<file path="config.mk">
export PLATFORM = sky130hd
export DESIGN_NAME = linescanner_line_sequencer
export DESIGN_NICKNAME = d
export VERILOG_FILES = /design/src/rtl/linescanner_pkg.sv /design/src/rtl/linescanner_lval_edge_detect.sv /design/src/rtl/linescanner_line_sequencer.sv
export SDC_FILE = /design/constraint.sdc
export NUM_CORES = 1
export LEC_CHECK = 0
export ABC_CLOCK_PERIOD_IN_PS = 4000
export BUFFER_PORTS_ARGS = -buffer_cell sky130_fd_sc_hd__buf_2
export CORE_UTILIZATION = 31
export CTS_CLUSTER_DIAMETER = 200
export DETAILED_ROUTE_END_ITERATION = 12
export SLEW_MARGIN = 10
export SYNTH_ARGS = -nofsm -noshare
export SYNTH_HDL_FRONTEND = slang
export SYNTH_SLANG_ARGS = --single-unit
</file>
<file path="constraint.sdc">
create_clock -name pixel_clock -period 4 [get_ports pixel_clock]
set_clock_uncertainty 0.2 [all_clocks]
set_input_delay 0.4 -clock pixel_clock [delete_from_list [all_inputs] [get_ports pixel_clock]]
set_output_delay 0.4 -clock pixel_clock [all_outputs]
set_load 0.05 [all_outputs]
</file>
<file path="src/rtl/linescanner_pkg.sv">
// Shared types and default widths for the line-scan sequencer and capture datapath.
// Latency: n/a (declarations only).
// Backpressure: n/a.
package linescanner_pkg;

    localparam int LINE_W_DEF       = 12;
    localparam int PIX_W_DEF        = 12;
    localparam int PERIOD_W_DEF     = 16;
    localparam int TIMEOUT_CLKS_DEF = 4095;

    typedef enum logic [2:0] {
        IDLE      = 3'd0,
        ARM       = 3'd1,
        WAIT_RISE = 3'd2,
        IN_LINE   = 3'd3,
        GAP       = 3'd4
    } seq_state_t;

endpackage

</file>
<file path="src/rtl/linescanner_lval_edge_detect.sv">
// Registers lval once and produces single-cycle rise/fall strobes.
// Latency: strobes are combinational in the cycle the new lval level is presented.
// Backpressure: none; lval is a free-running sensor strobe.
//
// Ports:
//   pixel_clock, n_reset : clock and asynchronous active-low reset
//   lval                 : pixel-valid from the capture unit
//   rise / fall          : lval & !lval_q / !lval & lval_q
module linescanner_lval_edge_detect (
    input  logic pixel_clock,
    input  logic n_reset,
    input  logic lval,
    output logic rise,
    output logic fall
);

    logic lval_q;

    always_ff @(posedge pixel_clock or negedge n_reset) begin
        if (!n_reset) begin
            lval_q <= 1'b0;
        end else begin
            lval_q <= lval;
        end
    end

    assign rise = lval & ~lval_q;
    assign fall = ~lval & lval_q;

endmodule

</file>
<file path="src/rtl/linescanner_line_sequencer.sv">
// Frame sequencer for the line-scan capture unit: arms lines at a fixed period, counts lval pixels, flags errors.
// Latency: line_start/line_done/frame_done are combinational strobes; counters and error flags update one clock later.
// Backpressure: none; start is ignored while busy, abort always wins and returns to IDLE next cycle.
//
// Ports:
//   pixel_clock, n_reset               : sole clock, asynchronous active-low reset
//   start, abort                       : one-cycle frame control requests
//   cfg_num_lines/pixels_per_line/line_period : frame configuration, latched on an accepted start
//   lval                               : pixel-valid from the capture unit
//   capture_enable, busy               : high while a frame is in progress
//   line_start, line_done, frame_done  : one-cycle event strobes
//   line_index, pixel_count            : progress of the current line
//   line_len_err, overrun_err, timeout_err : sticky errors, cleared on the next accepted start
module linescanner_line_sequencer
    import linescanner_pkg::*;
#(
    parameter int LINE_W       = LINE_W_DEF,
    parameter int PIX_W        = PIX_W_DEF,
    parameter int PERIOD_W     = PERIOD_W_DEF,
    parameter int TIMEOUT_CLKS = TIMEOUT_CLKS_DEF
) (
    input  logic                pixel_clock,
    input  logic                n_reset,
    input  logic                start,
    input  logic                abort,
    input  logic [LINE_W-1:0]   cfg_num_lines,
    input  logic [PIX_W-1:0]    cfg_pixels_per_line,
    input  logic [PERIOD_W-1:0] cfg_line_period,
    input  logic                lval,
    output logic                capture_enable,
    output logic                busy,
    output logic                line_start,
    output logic                line_done,
    output logic [LINE_W-1:0]   line_index,
    output logic [PIX_W-1:0]    pixel_count,
    output logic                line_len_err,
    output logic                overrun_err,
    output logic                timeout_err,
    output logic                frame_done
);

    localparam logic [PERIOD_W-1:0] TIMEOUT_CNT = PERIOD_W'(TIMEOUT_CLKS);

    seq_state_t            state;
    seq_state_t            state_nxt;
    logic [LINE_W-1:0]     num_lines_q;
    logic [PIX_W-1:0]      ppl_q;
    logic [PERIOD_W-1:0]   period_q;
    // Clocks since the current line was armed (0 in the ARM cycle). It also
    // serves as the arm-to-rise timeout counter, since both start at the arm.
    logic [PERIOD_W-1:0]   period_cnt;
    logic                  rise;
    logic                  fall;
    logic                  last_line;
    logic                  period_done;
    logic                  timeout_hit;

    linescanner_lval_edge_detect u_edge (
        .pixel_clock (pixel_clock),
        .n_reset     (n_reset),
        .lval        (lval),
        .rise        (rise),
        .fall        (fall)
    );

    assign last_line   = (line_index == num_lines_q - LINE_W'(1));
    assign period_done = (period_cnt >= period_q - PERIOD_W'(1));
    assign timeout_hit = (period_cnt == TIMEOUT_CNT);

    assign busy           = (state != IDLE);
    assign capture_enable = (state != IDLE);

    always_comb begin
        state_nxt  = state;
        line_start = 1'b0;
        line_done  = 1'b0;
        frame_done = 1'b0;
        if (abort) begin
            // Aborted frames emit no further events.
            state_nxt = IDLE;
        end else begin
            unique case (state)
                IDLE: begin
                    if (start) begin
                        state_nxt = ARM;
                    end
                end
                ARM: begin
                    state_nxt = WAIT_RISE;
                end
                WAIT_RISE: begin
                    if (rise) begin
                        line_start = 1'b1;
                        state_nxt  = IN_LINE;
                    end else if (timeout_hit) begin
                        frame_done = 1'b1;
                        state_nxt  = IDLE;
                    end
                end
                IN_LINE: begin
                    if (fall) begin
                        line_done = 1'b1;
                        state_nxt = GAP;
                    end
                end
                GAP: begin
                    if (last_line) begin
                        frame_done = 1'b1;
                        state_nxt  = IDLE;
                    end else if (period_done) begin
                        state_nxt = ARM;
                    end
                end
                default: begin
                    state_nxt = IDLE;
                end
            endcase
        end
    end

    always_ff @(posedge pixel_clock or negedge n_reset) begin
        if (!n_reset) begin
            state        <= IDLE;
            num_lines_q  <= '0;
            ppl_q        <= '0;
            period_q     <= '0;
            period_cnt   <= '0;
            line_index   <= '0;
            pixel_count  <= '0;
            line_len_err <= 1'b0;
            overrun_err  <= 1'b0;
            timeout_err  <= 1'b0;
        end else begin
            state <= state_nxt;
            if (!abort) begin
                if (state_nxt == ARM) begin
                    period_cnt <= '0;
                end else if (state != IDLE && period_cnt != '1) begin
                    period_cnt <= period_cnt + PERIOD_W'(1);
                end

                unique case (state)
                    IDLE: begin
                        if (start) begin
                            // Zero lines means one; periods below 2 cannot fit ARM plus a pixel.
                            num_lines_q  <= (cfg_num_lines == '0) ? LINE_W'(1) : cfg_num_lines;
                            ppl_q        <= cfg_pixels_per_line;
                            period_q     <= (cfg_line_period < PERIOD_W'(2)) ? PERIOD_W'(2)
                                                                             : cfg_line_period;
                            line_index   <= '0;
                            pixel_count  <= '0;
                            line_len_err <= 1'b0;
                            overrun_err  <= 1'b0;
                            timeout_err  <= 1'b0;
                        end
                    end
                    WAIT_RISE: begin
                        if (rise) begin
                            pixel_count <= PIX_W'(1);
                        end else if (timeout_hit) begin
                            timeout_err <= 1'b1;
                        end
                    end
                    IN_LINE: begin
                        if (fall) begin
                            if (pixel_count != ppl_q) begin
                                line_len_err <= 1'b1;
                            end
                        end else if (lval) begin
                            if (pixel_count != '1) begin
                                pixel_count <= pixel_count + PIX_W'(1);
                            end
                            if (period_done) begin
                                overrun_err <= 1'b1;
                            end
                        end
                    end
                    GAP: begin
                        if (!last_line && period_done) begin
                            line_index <= line_index + LINE_W'(1);
                        end
                    end
                    default: begin
                    end
                endcase
            end
        end
    end

endmodule

</file>
==> results_dict.tcl, run 1 <==
set metrics [dict create \
    die-area_sq_um 18200 \
    yosysSeqAreaShare_pct 39.8 \
    die_height_um 135 \
    ys_ff_latch 87 \
    antenna_found_initial 0 \
    yosysUniqueCellTypes 60 \
    power.total_mw 2.56 \
    vdd_drop_max_mv 0.276 \
    rows 48 \
    synth_largest_area_cell "dfrtp_1" \
    wirelength_um 14000 \
    leakagePower_nw 3.00 \
    synth_top_family_by_area "simple AND/OR/NAND/NOR gates" \
    final.setup.tns_ns 0 \
    setup_violations 0 \
    whs_ns -0.0124 \
    cts_max_level 3 \
    worstHoldPathType "in -> async" \
    critPathKind "reg -> reg" \
    viasPerCell 5.17 \
    fp.dieW_um 135 \
    place_congestion 0.799 \
    async_flop_share_pct 100 \
    netlist_area_sq_um 5470 \
    grt_max_degree 72 \
    grt-ovfl-total 0 \
    critPathMaxFanout 4 \
    cts.sinks 87 \
    synthAdderAreaFrac_pct 4.81 \
    muxShareOfSynthArea_pct 0 \
    root_buffer "clkbuf_16" \
    num-nets-final 799 \
    cap_violations 0 \
    grt_pass1_vias 4576 \
    io_pins 77 \
    violations "hold timing" \
    cts_hold_buffers 0 \
    grt_use_total_pct 16.0 \
    slew_violations 0 \
    synth_area_per_cell_sq_um 8.50 \
    synth_compound_area_share_pct 15.0 \
    final_common_cell "nand2_1" \
    rsz0062_at_grt "yes" \
    wl_per_cell_um 14.6 \
    start_kind "flop" \
    cp.required_ns 4.07 \
    synth-simple-area-share_pct 29.4 \
    synth-edff-count 0 \
    netlist_instances 643 \
    first_pass_iters 5 \
    drive_above_1_share_pct 24.3 \
    clockBufferDepth 2 \
    crit_path_end_kind "flop" \
    synth.area.top_cells "dfrtp_1, nand2_1, ha_1, xnor2_1, o21ai_0" \
    coreArea_sq_um 17200 \
    clkTransAtPathRegs_ns 0.06 \
    vias 4974 \
    worstMarginPinSlew_ns 0.935 \
    hold_viol 7 \
    initial_utilization_pct 31.7 \
    period_share_pct 99.7 \
    p_per_area_nw_per_um2 381 \
    clock_latency_ns 0.34 \
    dpl.hpwl_um 10000 \
    syn_nets 709 \
    maxSlewHeadroom_pct 37.7 \
    port_buffers 76 \
    syn_to_final_growth_pct 22.7 \
    max_freq_mhz 251 \
    n_antenna_cell 0 \
    grt_first_pass_wirelength_um 23100 \
    ant_nets 0 \
    yosys_warnings 0 \
    synthXorXnorAreaFrac_pct 6.57 \
    synthFlopType "dfrtp_1" \
    status "finished, violations left" \
    netlist.area_leader.share_pct 39.8 \
    cp.arrival_ns 4.06 \
    cts_tree "built" \
    drt_iter0_markers 234 \
    route.detailed.drc 0 \
    cts_made_buffers 9 \
    period_needed_ns 3.99 \
    final_cell_mix "nand2_1, dfrtp_1, buf_2" \
]
-- metrics by stage --
stage	utilization, %	cells	setup WS [ns]	instance area (sq um)
after detailed placement	35.7	938	-0.160	6150
after global placement	35.7	938	-0.0571	6150
after global routing	38.9	962	-0.219	6710
after floorplan	-	643	0.0113	5470
after CTS	37.7	959	0.0160	6490
final	38.9	962	0.0105	6710
-- kinds of logic after synthesis --
| family | after synthesis |
|---|---|
| fa+ha+maj | 21 |
| xor+xnor | 41 |
| compound gates | 125 |
| flops | 87 |
| simple gates | 323 |
| buf+inv | 46 |
-- worst paths after layout --
check,endpoint,start,depth (start not counted),slack [ns]
worst max register to register,period_cnt[12]$_DFFE_PN0P_,period_q[3]$_DFFE_PN0P_,20,0.01
min in group pixel_clock,ppl_q[6]$_DFFE_PN0P_,cfg_pixels_per_line[6],3,0.05
worst min-delay path,ppl_q[5]$_DFFE_PN0P_,n_reset,1,-0.01
worst max-delay path,period_cnt[12]$_DFFE_PN0P_,period_q[3]$_DFFE_PN0P_,20,0.01
worst min register to register,overrun_err$_DFFE_PN0P_,overrun_err$_DFFE_PN0P_,2,0.28
max in group asynchronous,period_q[5]$_DFFE_PN0P_,n_reset,2,2.83
-- cell usage after synthesis, types with 4 or more instances --
library cell  count
dfrtp_1          87
buf_6             5
nand2_1         145
and3_1            7
nor3_1           21
or4_1            10
nor4_1           16
xor2_1           13
xnor2_1          28
nand3b_1          5
nand4_1          15
a211oi_1          7
o21ai_1           4
and2_1            6
a21o_1            4
and4_1            4
nand3_1          18
a21oi_2           6
ha_1             21
nand2b_1         12
o31ai_1          13
clkbuf_1         23
nor2_1           29
o21ai_0          35
or2_2             5
a21oi_1          25
or3_1            16
inv_1            12
-- sequential cells by signal, indices dropped and copies added, names as in the netlist --
register / cells
state: 3
period_q: 16
u_edge.lval_q: 1
timeout_err: 1
line_index: 12
period_cnt: 16
ppl_q: 12
line_len_err: 1
num_lines_q: 12
pixel_count: 12
overrun_err: 1
-- critical path, cell delays in order (launching register included) --
cell	delay, ns
dfrtp_1	0.39
nor3_2	0.22
nand2b_1	0.11
nor4_2	0.16
buf_4	0.17
nand2_4	0.05
or2_4	0.27
nor2_4	0.12
xnor2_2	0.07
ha_1	0.29
nand4_1	0.11
a2111oi_2	0.30
buf_4	0.17
nor3_2	0.04
o21ai_2	0.20
buf_6	0.15
buf_6	0.10
a31oi_2	0.11
buf_4	0.20
or3_4	0.37
a21oi_2	0.13
-- power by group --
| part | total [mW] | switching [mW] | leakage, nW | internal [mW] |
|---|---|---|---|---|
| Sequential | 1.13 | 0.143 | 1.14 | 0.988 |
| Combinational | 0.663 | 0.370 | 1.73 | 0.293 |
| Clock | 0.762 | 0.328 | 0.127 | 0.435 |
| Total | 2.56 | 0.841 | 3.00 | 1.72 |
-- layer usage --
layer,global-route usage (%),part of all wire [%],vias to the layer above
li1,-,-,2473
met1,21.7,47,2384
met2,25.5,47,105
met3,3.87,4.7,12
met4,4.24,1.1,0
met5,0,0,-
-- layout make-up --
class / count / area [sq um]
Clock buffer: 14 / 254
Clock inverter: 1 / 5.00
Fill cell: 1755 / 10500
Inverter: 13 / 53.8
Multi-Input combinational cell: 510 / 3250
Sequential cell: 87 / 2180
Tap cell: 225 / 282
Timing Repair Buffer: 112 / 686
-- timing repair --
item / in CTS / in global routing
resized for setup: 10 / 42
setup endpoints to repair: 22 / 27
pin swaps: 6 / 32
buffers inserted: 6 / 3
Note: power is estimated with default switching activity, not from simulation.
==> run 2, diff against run 1 <==
--- a/config.mk
+++ b/config.mk
@@ -6,10 +6,11 @@
 export NUM_CORES = 1
 export LEC_CHECK = 0
 export ABC_CLOCK_PERIOD_IN_PS = 4000
-export BUFFER_PORTS_ARGS = -buffer_cell sky130_fd_sc_hd__buf_2
+export CORE_ASPECT_RATIO = 1.2
 export CORE_UTILIZATION = 31
 export CTS_CLUSTER_DIAMETER = 200
 export DETAILED_ROUTE_END_ITERATION = 12
+export DONT_BUFFER_PORTS = 1
 export SLEW_MARGIN = 10
 export SYNTH_ARGS = -nofsm -noshare
 export SYNTH_HDL_FRONTEND = slang
==> results_dict.tcl, run 2 (synthesized netlist as in run 1, its figures left out) <==
set metrics [dict create \
    status "complete, no violations" \
    dpl.hpwl_um 10000 \
    rsz0062_at_grt "yes" \
    max_freq_mhz 261 \
    period_share_pct 95.8 \
    critPathTopFamily "simple AND/OR/NAND/NOR gates" \
    num-nets-final 768 \
    clock_latency_ns 0.34 \
    grt_first_pass_wirelength_um 23400 \
    worstHoldPathType "in -> reg" \
    multi_input_comb_area_sq_um 3160 \
    root_buffer "clkbuf_16" \
    final_common_cell "nand2_1" \
    syn_to_final_growth_pct 22.3 \
    wirelength_um 14500 \
    coreArea_sq_um 17000 \
    n_antenna_cell 0 \
    vias 4904 \
    design_area_sq_um 6690 \
    place_congestion 0.806 \
    final.setup.tns_ns 0 \
    ant_nets 0 \
    maxSlewHeadroom_pct 49.9 \
    crit_path_cell_trace "nor3_2, nand2b_1, nor4_2, buf_4, nand2_4, or2_4, nor2_4, xnor2_1, ha_1, nand4_1, a2111oi_2, buf_4, nor3_2, o21ai_2, a41oi_2, buf_6, or4_4, a21oi_1" \
    p_per_area_nw_per_um2 392 \
    period_needed_ns 3.83 \
    leakagePower_nw 2.85 \
    largestRegisters "period_cnt: 16 flops, period_q: 16 flops" \
    final_cell_mix "nand2_1, dfrtp_1, dlygate4sd3_1, buf_4, o21ai_0" \
    crit_path_end_kind "flop" \
    die-area_sq_um 18200 \
    whs_ns 0.0153 \
    path_buf_inv 3 \
    critPathMaxFanout 8 \
    hold_viol 0 \
    worst_r2r_path_depth 18 \
    clockBufferDepth 2 \
    port_buffers 0 \
    die_height_um 147 \
    wl_per_cell_um 15.7 \
    rrSetupSlack_ns 0.17 \
    worstReg2RegEnd "line_index[7]$_DFFE_PN0P_" \
    crit_path_end "line_index[7]$_DFFE_PN0P_" \
    grt_pass1_vias 4709 \
    drive_above_1_share_pct 13.6 \
    vdd_drop_max_mv 0.248 \
    fill_cells 1727 \
    cap_violations 0 \
    viasPerCell 5.31 \
    r2r_start "period_q[2]$_DFFE_PN0P_" \
    cts_tree "built" \
    critPathSlowestCell "or4_4" \
    clkTransAtPathRegs_ns 0.06 \
    worstMarginPinSlew_ns 0.751 \
    power.total_mw 2.62 \
    setup_violations 0 \
    grt-ovfl-total 0 \
    slew_violations 0 \
    dpl_cell_area_sq_um 5820 \
    io_pins 77 \
    start_kind "flop" \
    path_depth 18 \
    first_pass_iters 5 \
    grt_max_degree 88 \
    drt_iter0_markers 262 \
    cp.required_ns 4.06 \
    critPathKind "reg -> reg" \
    seq_area_sq_um 2180 \
    cp.arrival_ns 3.89 \
    antenna_found_initial 0 \
    grt_use_total_pct 16.4 \
    route.detailed.drc 0 \
    initial_utilization_pct 32.1 \
    cts_made_buffers 9 \
    fp.dieW_um 123 \
    critPathMaxStageDelay_ns 0.50 \
    critPathLaunch "period_q[2]$_DFFE_PN0P_" \
    cts.sinks 87 \
    rows 52 \
    cts_max_level 3 \
]
## run 2: worst reg2reg max path, stage by stage, from the launching register on
cell and delay, ns:
dfrtp_1 0.39, nor3_2 0.21, nand2b_1 0.11, nor4_2 0.17, buf_4 0.17, nand2_4 0.04
or2_4 0.25, nor2_4 0.10, xnor2_1 0.06, ha_1 0.28, nand4_1 0.12, a2111oi_2 0.24
buf_4 0.18, nor3_2 0.04, o21ai_2 0.20, a41oi_2 0.17, buf_6 0.18, or4_4 0.50
a21oi_1 0.15
## run 2: cell type report
cell class / instances / share of cell area, %
sequential: 87 / 32.6
clock inverter: 2 / 0.187
inverter: 13 / 0.805
timing repair buffer: 80 / 10.9
multi-input combinational: 511 / 47.3
tap: 216 / 4.04
clock buffer: 14 / 4.25
## run 2: worst min-delay path by stage
stage                           startpoint                     endpoint  slack [ns]  cells past startpoint
after floorplan                    n_reset    line_index[0]$_DFFE_PN0P_        -0.1                      0
after global placement             n_reset  num_lines_q[11]$_DFFE_PN0P_       -0.09                      0
after detailed placement           n_reset        ppl_q[10]$_DFFE_PN0P_       -0.09                      0
after CTS                 cfg_num_lines[8]   num_lines_q[8]$_DFFE_PN0P_       0.004                      2
after global routing      cfg_num_lines[8]   num_lines_q[8]$_DFFE_PN0P_       0.006                      2
final                     cfg_num_lines[8]   num_lines_q[8]$_DFFE_PN0P_        0.02                      2
## run 2: metal layers
layer	part of all wire [%]	global-route usage, %	routed length, um	up-vias
met5	0	0	0	-
met4	1.8	6.33	258	0
met3	3.7	3.24	538	15
met2	51	27.7	7410	88
met1	43	20.2	6290	2387
li1	-	-	-	2414
## run 2: where the power goes
group / switching, mW / leakage, nW / internal (mW)
clock: 0.340 / 0.145 / 0.488
sequential: 0.162 / 1.14 / 0.987
combinational: 0.343 / 1.56 / 0.300
## run 2: what timing repair did
action,4_1_cts,5_1_grt
resized for setup,8,15
endpoints found under the setup margin,25,28
pin swaps,8,8
hold buffers,39,0
buffers inserted,4,2
gates cloned,0,1
hold endpoints to repair,126,0
## run 2: through the flow
step | std cells | utilization, % | setup slack [ns]
finish | 923 | 39.2 | 0.167
global route | 923 | 39.2 | -0.104
CTS | 920 | 38.7 | 0.0344
detailed placement | 861 | 34.2 | -0.235
global placement | 861 | 34.2 | -0.109
floorplan | 643 | - | 0.0113
==> run 3, diff against run 2 <==
--- a/config.mk
+++ b/config.mk
@@ -7,10 +7,11 @@
 export LEC_CHECK = 0
 export ABC_CLOCK_PERIOD_IN_PS = 4000
 export CORE_ASPECT_RATIO = 1.2
-export CORE_UTILIZATION = 31
+export CORE_UTILIZATION = 40
 export CTS_CLUSTER_DIAMETER = 200
 export DETAILED_ROUTE_END_ITERATION = 12
 export DONT_BUFFER_PORTS = 1
+export HOLD_SLACK_MARGIN = 0.06
 export SLEW_MARGIN = 10
 export SYNTH_ARGS = -nofsm -noshare
 export SYNTH_HDL_FRONTEND = slang
==> results_dict.tcl, run 3 (synthesized netlist as in run 1, its figures left out) <==
set metrics [dict create \
    coreArea_sq_um 13300 \
    largestRegisters "period_cnt: 16 flops, period_q: 16 flops" \
    drt_iter0_markers 239 \
    period_share_pct 102 \
    initial_utilization_pct 41.1 \
    grt_use_total_pct 21.3 \
    period_needed_ns 4.07 \
    wl_per_cell_um 16.6 \
    status "finished, violations left" \
    root_buffer "clkbuf_16" \
    n_antenna_cell 0 \
    grt_first_pass_wirelength_um 23600 \
    die-area_sq_um 14100 \
    setup_violations 9 \
    viasPerCell 5.66 \
    dpl.hpwl_um 9780 \
    cp.required_ns 4.07 \
    cp.arrival_ns 4.14 \
    rsz0062_at_grt "yes" \
    port_buffers 0 \
    finalWorstSetupSlack_ns -0.0741 \
    slew_violations 0 \
    start_kind "flop" \
    clockBufferDepth 2 \
    fill_cells 1187 \
    worstMarginPinSlew_ns 0.902 \
    clock_latency_ns 0.34 \
    num-nets-final 771 \
    antenna_found_initial 0 \
    final_common_cell "nand2_1" \
    max_freq_mhz 245 \
    critPathKind "reg -> reg" \
    cts_tree "built" \
    critPathMaxFanout 6 \
    ant_nets 0 \
    grt_pass1_vias 4869 \
    hold_viol 0 \
    first_pass_iters 4 \
    route.detailed.drc 0 \
    io_pins 77 \
    wirelength_um 14500 \
    violations "setup timing" \
    leakagePower_nw 2.90 \
    vias 4971 \
    cap_violations 0 \
    final_cell_mix "nand2_1, dfrtp_1, dlygate4sd3_1" \
    place_congestion 0.840 \
    p_per_area_nw_per_um2 410 \
    worstHoldPathType "in -> reg" \
    die_height_um 130 \
    whs_ns 0.111 \
    cts.sinks 87 \
    clkTransAtPathRegs_ns 0.07 \
    cts_max_level 3 \
    maxSlewHeadroom_pct 39.9 \
    cts_made_buffers 9 \
    grt-ovfl-total 0 \
    dp_worst_setup_slack_ns -0.199 \
    vdd_drop_max_mv 0.185 \
    grt_max_degree 88 \
    fp.dieW_um 109 \
    drive_above_1_share_pct 15.8 \
    crit_path_end_kind "flop" \
    syn_to_final_growth_pct 25.4 \
    rows 46 \
]
-- run 3: cell types whose count changed in the layout (fill, tap and decap cells not counted), sizes merged --
cell and change:
clkbuf -5, dlygate4sd3 +5, bufinv +3, clkinv +3, a31oi -1, buf -1
clkinvlp -1
-- run 3: per-stage QoR --
stage / area, sq um / setup TNS [ns] / instances / util [%] / power (mW)
floorplan: 5470 / 0 / 643 / - / 1.56
global placement: 5750 / -0.395 / 810 / 43.3 / 1.70
detailed placement: 5750 / -2.45 / 810 / 43.3 / 1.72
CTS: 6630 / 0 / 876 / 49.8 / 2.78
global route: 6850 / -5.95 / 878 / 51.5 / 2.95
finish: 6850 / -0.311 / 878 / 51.5 / 2.81
-- run 3: area by class of cell --
cell class	count	area [sq um]	share of cell area, %
clock buffer	9	225	3.29
clock inverter	7	121	1.77
inverter	13	51.3	0.749
multi-input combinational	510	3280	47.8
sequential	87	2180	31.8
tap	168	210	3.07
timing repair buffer	84	790	11.5
-- run 3: timing repair --
item / 4_1_cts / 5_1_grt
gates cloned: 1 / 0
pin swaps: 4 / 32
gates resized for setup: 6 / 42
setup buffers: 5 / 4
hold buffers: 44 / 0
setup endpoints to repair: 24 / 29
hold endpoints to repair: 132 / 0
-- run 3: power by group --
group / total, mW / internal, mW / switching, mW / leakage (nW)
Combinational: 0.685 / 0.310 / 0.375 / 1.59
Clock: 0.980 / 0.613 / 0.368 / 0.170
Sequential: 1.14 / 0.987 / 0.157 / 1.14
-- run 3: worst max-delay path, stage by stage, from the launching register on --
cell	delay [ns]
dfrtp_1	0.39
nor3_2	0.23
nand2b_1	0.14
nor4_4	0.29
nand2_1	0.14
or2_4	0.28
nor2_4	0.12
xnor2_2	0.08
ha_1	0.29
nand4_1	0.18
buf_4	0.20
a21oi_2	0.19
nor3_4	0.08
o21ai_4	0.21
a41oi_2	0.18
buf_6	0.21
or4_4	0.47
a21oi_2	0.13
-- run 3: worst paths after layout --
| path | endpoint | startpoint | slack (ns) | depth (start not counted) |
|---|---|---|---|---|
| max | line_index[9]$_DFFE_PN0P_ | period_q[3]$_DFFE_PN0P_ | -0.07 | 17 |
| min | state[1]$_DFF_PN0_ | lval | 0.11 | 2 |
| max in group asynchronous | period_cnt[6]$_DFFE_PN0P_ | n_reset | 2.82 | 2 |
| min reg2reg | ppl_q[11]$_DFFE_PN0P_ | ppl_q[11]$_DFFE_PN0P_ | 0.30 | 2 |
| max reg2reg | line_index[9]$_DFFE_PN0P_ | period_q[3]$_DFFE_PN0P_ | -0.07 | 17 |
| min in group asynchronous | ppl_q[1]$_DFFE_PN0P_ | n_reset | 0.40 | 2 |
-- run 3: layer usage --
metal | vias up | global-route usage [%] | wire [um]
li1 | 2416 | - | -
met1 | 2424 | 25.7 | 6140
met2 | 109 | 37.8 | 7560
met3 | 22 | 3.75 | 530
met4 | 0 | 7.95 | 299
met5 | - | 0 | 0
